## src/rtl/serdesphy_debug_monitor.sv

```systemverilog
// serdesphy_debug_monitor
// Picks one of NUM_CH debug channels and drives it onto the analog debug
// buffer. The channel can be shown live, sample-held at a divided rate, or
// tracked as a running unsigned peak maximum or minimum.
module serdesphy_debug_monitor #(
  parameter int NUM_CH = 4,
  parameter int DATA_W = 8,
  parameter int SEL_W  = 2,
  parameter int DIV_W  = 8
) (
  input  logic                     clk,
  input  logic                     rst_n,
  input  logic                     dbg_en,
  input  logic [SEL_W-1:0]         dbg_sel,
  input  logic [1:0]               dbg_mode,
  input  logic [DIV_W-1:0]         div_val,
  input  logic                     clr_stats,
  input  logic [NUM_CH*DATA_W-1:0] ch_data,
  output logic [DATA_W-1:0]        debug_analog,
  output logic                     debug_valid,
  output logic                     sel_err
);

  typedef enum logic [1:0] {
    MODE_LIVE = 2'd0,
    MODE_HOLD = 2'd1,
    MODE_MAX  = 2'd2,
    MODE_MIN  = 2'd3
  } mode_e;

  localparam int              NUM_SLOTS = 2 ** SEL_W;
  localparam logic [SEL_W:0]  NUM_CH_W  = (SEL_W + 1)'(NUM_CH);

  // Channel slots beyond NUM_CH read as zero so the select mux is always in range.
  logic [DATA_W-1:0] ch_arr [NUM_SLOTS];

  for (genvar k = 0; k < NUM_SLOTS; k++) begin : g_ch
    if (k < NUM_CH) begin : g_real
      assign ch_arr[k] = ch_data[k*DATA_W +: DATA_W];
    end else begin : g_pad
      assign ch_arr[k] = '0;
    end
  end

  logic [DIV_W-1:0]  cnt_q, cnt_d;
  logic [DATA_W-1:0] analog_q, analog_d;
  logic              valid_q, valid_d;
  logic              err_q, err_d;
  logic              first_q, first_d;
  logic [SEL_W-1:0]  sel_prev_q, sel_prev_d;
  logic [1:0]        mode_prev_q, mode_prev_d;
  logic              en_prev_q, en_prev_d;

  logic [DATA_W-1:0] sample;
  logic              sel_bad;
  logic              restart;
  logic              tick;
  mode_e             mode_cur;

  assign sample   = ch_arr[dbg_sel];
  assign sel_bad  = {1'b0, dbg_sel} >= NUM_CH_W;
  assign mode_cur = mode_e'(dbg_mode);
  assign tick     = (cnt_q == div_val);
  assign restart  = clr_stats
                  | (dbg_sel  != sel_prev_q)
                  | (dbg_mode != mode_prev_q)
                  | (dbg_en & ~en_prev_q);

  // Next-state: disable beats restart, restart beats invalid select, then the mode.
  always_comb begin
    cnt_d       = cnt_q;
    analog_d    = analog_q;
    valid_d     = valid_q;
    first_d     = first_q;
    err_d       = 1'b0;
    sel_prev_d  = dbg_sel;
    mode_prev_d = dbg_mode;
    en_prev_d   = dbg_en;

    if (!dbg_en) begin
      cnt_d    = '0;
      analog_d = '0;
      valid_d  = 1'b0;
      first_d  = 1'b1;
    end else begin
      err_d = sel_bad;
      if (restart) begin
        cnt_d    = '0;
        analog_d = '0;
        valid_d  = 1'b0;
        first_d  = 1'b1;
      end else begin
        cnt_d = tick ? '0 : cnt_q + DIV_W'(1);
        if (sel_bad) begin
          analog_d = '0;
          valid_d  = 1'b0;
        end else begin
          case (mode_cur)
            MODE_LIVE: begin
              analog_d = sample;
              valid_d  = 1'b1;
            end
            MODE_HOLD: begin
              if (tick) begin
                analog_d = sample;
                valid_d  = 1'b1;
              end
            end
            MODE_MAX: begin
              if (tick) begin
                valid_d = 1'b1;
                first_d = 1'b0;
                if (first_q || (sample > analog_q)) begin
                  analog_d = sample;
                end
              end
            end
            MODE_MIN: begin
              if (tick) begin
                valid_d = 1'b1;
                first_d = 1'b0;
                if (first_q || (sample < analog_q)) begin
                  analog_d = sample;
                end
              end
            end
            default: begin
              analog_d = analog_q;
            end
          endcase
        end
      end
    end
  end

  // State registers, cleared asynchronously by reset.
  always_ff @(posedge clk or negedge rst_n) begin
    if (!rst_n) begin
      cnt_q       <= '0;
      analog_q    <= '0;
      valid_q     <= 1'b0;
      err_q       <= 1'b0;
      first_q     <= 1'b0;
      sel_prev_q  <= '0;
      mode_prev_q <= '0;
      en_prev_q   <= 1'b0;
    end else begin
      cnt_q       <= cnt_d;
      analog_q    <= analog_d;
      valid_q     <= valid_d;
      err_q       <= err_d;
      first_q     <= first_d;
      sel_prev_q  <= sel_prev_d;
      mode_prev_q <= mode_prev_d;
      en_prev_q   <= en_prev_d;
    end
  end

  assign debug_analog = analog_q;
  assign debug_valid  = valid_q;
  assign sel_err      = err_q;

endmodule

```

## config.mk

```make
export PLATFORM = sky130hd
export DESIGN_NAME = serdesphy_debug_monitor
export DESIGN_NICKNAME = d
export VERILOG_FILES = /design/src/rtl/serdesphy_debug_monitor.sv
export SDC_FILE = /design/constraint.sdc
export NUM_CORES = 1
export LEC_CHECK = 0
export ABC_AREA = 1
export CORE_MARGIN = 3
export CORE_UTILIZATION = 51
export CTS_BUF_LIST = sky130_fd_sc_hd__clkbuf_2
export DETAILED_ROUTE_END_ITERATION = 10
export GPL_TIMING_DRIVEN = 0
export HOLD_SLACK_MARGIN = 0.03
export PLACE_DENSITY_LB_ADDON = 0.15
export RECOVER_POWER = 50
export SYNTH_ARGS = -nofsm -noshare
export SYNTH_HDL_FRONTEND = slang
export SYNTH_SLANG_ARGS = --single-unit
```

## constraint.sdc

```tcl
create_clock -name clk -period 3.01 [get_ports clk]
set_input_delay 0.7525 -clock clk [delete_from_list [all_inputs] [get_ports clk]]
set_output_delay 0.7525 -clock clk [all_outputs]
set_load 0.1 [all_outputs]
```

======== Yosys cells after proc, flatten, opt, wreduce, memory -nomap -nowiden ========
Index checks and enable logic that the tools add are counted.
cells by class
  $add $sub $neg .......................... 1
  multiply operators ...................... 0
  div/mod/pow operators ................... 0
  magnitude comparators ................... 3
  eq/ne operators ......................... 14
  shift-type cells ........................ 0
  mux-type cells .......................... 22
  bitwise operators ....................... 6
  reduce and logical (&&, ||, !) cells .... 7
operators by type and width
  cell                                                                      count
  8-bit two-way mux                                                         12
  8-bit case mux with 4 select lines                                        1
  4-bit inequality test (second input constant)                             5
  8-bit binary-select mux with 2-bit select                                 1
  8-bit by 1-bit adder with 8-bit output (second input constant)            1
  8-bit == test                                                             1
  8-bit > comparator                                                        1
  8-bit < comparator                                                        1
  1-bit two-way mux                                                         7
  5-bit AND reduction                                                       1
  2-bit == test (second input constant)                                     2
  2-bit inequality test                                                     2
  4-bit by 2-bit inequality test with 1-bit output (second input constant)  1
  3-bit >= comparator (second input constant)                               1
  3-bit by 1-bit inequality test with 1-bit output (second input constant)  1
  3-bit by 2-bit inequality test with 1-bit output (second input constant)  1
  2-bit NOT with 3-bit output                                               1
  1-bit bitwise OR                                                          3
  3-bit OR reduction                                                        1
  2-bit by 1-bit == test with 1-bit output (second input constant)          1
  2-bit logical NOT                                                         1
  1-bit logical OR                                                          2
  1-bit case mux with 2 select lines                                        1
  2-bit AND reduction                                                       1
  3 further kinds                                                           3
word-level totals
  register bits ........................... 23
  bits in latches ......................... 0
  bits in writable memories ............... 0
  ROM bits ................................ 0
  output and inout bits ................... 10
  logic and storage cells ................. 60
  memories ................................ 0

======== Longest topological paths before layout ========
  depth after elaboration ................. 11
  depth in mapped cells ................... 19
  depth with buffers taken out ............ 17

======== Least setup slack after synthesis ========
No wires, ideal clock.
  kind .................................... input-to-reg
  from .................................... in dbg_sel[0]
  to ...................................... reg analog_q[0] (netlist: debug_analog[0])
  setup time .............................. 122 ps
  arrival time ............................ 2624 ps
  path slack .............................. 264 ps
  cell stages on the path ................. 17
  cell sequence ........................... buf_6 > inv_4 > clkbuf_1 > nand2_1 > a32o_1 > inv_1 > ha_1 > a21oi_1 > nor2_1 > nor2_1 > nand2_1 > nand3_1 > nor2_2 > nor2_4 > nand2_4 > nand2_1 > nand2_1
between the ends
  cells in the longest elaborated chain, start to end .. 9
ends and longest elaborated chain
  item                                                                        line  RTL
  start, declared                                                             14    input logic [SEL_W-1:0] dbg_sel,
  parallel branches: the longest is 9 deep, another holds 8-bit < comparator  n/a
  end signal, assigned                                                        149   analog_q <= analog_d;
  end, declared                                                               46    logic [DATA_W-1:0] analog_q, analog_d;
Parallel ways; which one is timed is not known. The select of a mux whose other input is x is not followed.
A chain may end at the register's enable or synchronous reset.

======== Final worst setup path ========
  from .................................... in dbg_sel[0]
  to ...................................... reg analog_q[4] (netlist: debug_analog[4])
The elaborated chain is that of the path after synthesis.

==> summary.md <==
| Metric | Value |
|---|---|
| Clock Sinks | `23` |
| Worst-path fanout max | `11` |
| Peak supply drop | `185 µV` |
| RePlAce Congestion | `0.842` |
| CP Buf/Inv Count | `4` |
| Worst min-delay path class | `reg2reg` |
| Measured slew at the worst slew-check pin | `1.06 ns` |
| Startpoint types | `primary input` |
| Max cap viols | `0` |
| CTS max path bufs | `2` |
| Worst-path cell chain | `clkdlybuf4s50_1 > buf_6 > buf_4 > nand2_1 > a32o_1 > inv_1 > ha_1 > a21o_1 > nor2_1 > nand2_1 > nand3_1 > nor2_2 > nor2_4 > nand2_4 > nand2_1 > nand2_1` |
| Die Y | `64.8 µm` |
| Filler cells | `~260` |
| Synth top area cells | `dfrtp_1, nand2_1, inv_1, ha_1, nor2_1` |
| Clk_skew | `0.00142 ns` |
| DRT Pass-1 Iters | `4` |
| Non-filler cells, final | `367` |
| Crit path top cell by count | `nand2_1` |
| Worst-path clk slew | `0.21 ns` |
| Vias/cell | `5.03` |
| Register area share after synthesis | `0.326` |
| CTS Buf Count | `3` |
| Share of layout cells above drive strength 1 | `0.124` |
| Total wire length | `4350 µm` |
| Post-synth top cells | `nand2_1, inv_1, nor2_1` |
| Synthesized cell area | `1770 µm²` |
| Max-slew violation count | `0` |
| CP Class | `in2reg` |
| DR iter-0 viols | `a little over 80` |
| Die W | `64.8 µm` |
| Yosys cell types | `27` |
| I/O Buffers | `56` |
| Critical path startpoint | `dbg_sel[0]` |
| Met2 Usage GRT | `0.336` |
| CTS H-Tree Depth | `1` |
| Critical Path AT | `3.21 ns` |
| Util after Layout | `0.776` |
| Antenna Cells | `0` |
| Placed instance area | `2380 µm²` |
| Reg-to-reg startpoint | `debug_analog[5]$_DFFE_PN0P_` |
| First-pass GRT wire length | `6760 µm` |
| Die ar. | `4200 µm²` |
| Grt met1 use | `0.268` |
| Detailed-route DRC error count | `0` |
| Initial Util | `0.556` |
| Clk_lat worst skew | `0.33 ns` |
| Area leader, netlist | `dfrtp_1` |
| Via count | `around 1800` |
| Inst Count DP | `356` |
| Dpl hpwl | `approximately 3300 µm` |
| CTS tree | `yes` |
| Final worst-path cycle share | `0.984` |
| Top-count cell post-synth | `nand2_1` |
| Async SR Flop Fraction | `1.00` |
| Initial antenna violation count | `0` |
| Ys Warns | `0` |
| Slew margin rel. | `0.293` |
| Leakage | `0.00119 µW` |
| Final hold vios | `0` |
| Slowest stage delay, CP | `0.49 ns` |
| Area fraction of the dominant cell type after synthesis | `0.326` |
| WL/cell | `about 12 µm` |
| Top delay family on crit path | `simple AND/OR/NAND/NOR gates` |
| Met3 Use GR | `0.0433` |
| Min cycle time layout | `2.96 ns` |
| Final nets | `around 380` |
| Post-synth EDFFs | `0` |
| F_max | `0.338 GHz` |
| Hold_ws | `about 0.52 ns` |
| Register bit total from synthesis | `23` |
| Vias in the first global route | `~1600` |
| Root Driver | `clkbuf_2` |
| GRT Total Usage | `0.205` |
| Core Rows | `20` |
| Setup Total Neg Slack | `0 ns` |
| GRT overflow | `0` |
| Critical hold path startpoint | `cnt_q[0]$_DFF_PN0_` |
| Dominant synthesized flop cell | `dfrtp_1` |
| Routed Antenna Nets | `0` |
| Power Dens Cells | `259 nW/µm²` |
| Finished Cell Area | `2470 µm²` |
| Status | `completed` |
| Required @ worst endpoint | `3.26 ns` |
| Syn nets | `313` |
| GRT busiest layer | `met2` |
| Core Box Area | `3180 µm²` |
| Final setup viols | `0` |
| Hold-fix buffers at CTS | `0` |
| Cells after synthesis | `256` |
| Largest net degree at the start of global routing | `24` |
| Setup crit end kind | `flop` |
| Synth-to-layout area growth | `39.7%` |
| Number of I/O pins | `58` |
| Mean post-synth cell area | `around 7 µm²` |
| Slowest CP cell | `clkdlybuf4s50_1` |
[per-stage QoR]
stage / power (µW) / setup slack (ns)
2_1_floorplan: 420 / 0.264
4_1_cts: 640 / 0.0719
5_1_grt: 681 / -0.0514
3_5_place_dp: 511 / -0.593
3_3_place_gp: 507 / -0.552
6_report: 639 / 0.0479
[cells by family (layout without fill, tap and decap cells)]
group | Yosys count | in the layout | synth area share
other | 1 | 1 | 0.00212
buffers and inverters | 49 | 115 | 0.119
AND/OR/NAND/NOR | 143 | 144 | 0.364
AO/OA/AOI/OAI | 25 | 25 | 0.0950
adder cells (fa/ha/maj) | 9 | 9 | 0.0638
XOR/XNOR | 6 | 6 | 0.0298
flip-flops | 23 | 23 | 0.326
[where the power goes]
part	internal, µW	leakage, µW	switching, µW
registers	314	0.000304	2.64
logic	99.6	0.000873	94.8
clock network	35.1	0.0000166	92.7
[routing by layer]
layer | part of all wire | wire, µm
met1 | 0.44 | 1890
met2 | 0.47 | 2040
met3 | 0.085 | 368
met4 | 0.011 | 46
met5 | 0 | 0
[flip-flops by register name, summed over array words and instances, names as in the netlist]
signal and count:
cnt_q 8, debug_analog 8, mode_prev_q 2, sel_prev_q 2, debug_valid 1, en_prev_q 1, first_q 1
[cell usage in the layout, fill, tap and decap left out, drive strengths merged]
cell type and instances:
o21ai 1, nor2 31, clkinv 1, a21oi 15, clkdlybuf4s50 51, a21o 1, nand2 91, conb 1
inv 42, a32o 8, and3 1, dfrtp 23, nand3 15, nor3 4, xnor2 5, ha 9
xor2 1, clkbuf 5, buf 12, dlygate4sd3 4, nor3b 2
[area by class of cell]
type | instances | area, µm² | share of cell area
Tap cell | 44 | 55.1 | 0.0223
Inverter | 43 | 171 | 0.0695
Clock buffer | 4 | 20.0 | 0.00812
Sequential cell | 23 | 576 | 0.233
Buffer | 3 | 30.0 | 0.0122
Timing Repair Buffer | 65 | 622 | 0.252
Multi-Input combinational cell | 185 | 992 | 0.402
[final timing paths]
kind	to	slack [ns]	depth (start not counted)
setup / recovery	debug_analog[4]$_DFFE_PN0P_	0.05	16
hold / removal	cnt_q[0]$_DFF_PN0_	0.52	1
setup reg to reg	debug_analog[4]$_DFFE_PN0P_	1.05	12
hold reg to reg	cnt_q[0]$_DFF_PN0_	0.52	1
max in group asynchronous	sel_prev_q[1]$_DFF_PN0_	1.37	1
min in group asynchronous	cnt_q[1]$_DFF_PN0_	1.02	1
[what timing repair did]
item                                    in CTS  in global routing
gates cloned                                 0                  1
endpoints found under the setup margin       8                  8
pin swaps                                    0                  2
setup buffers                                0                  9
gates resized for setup                      0                  4
(Power assumes the default switching activity.)
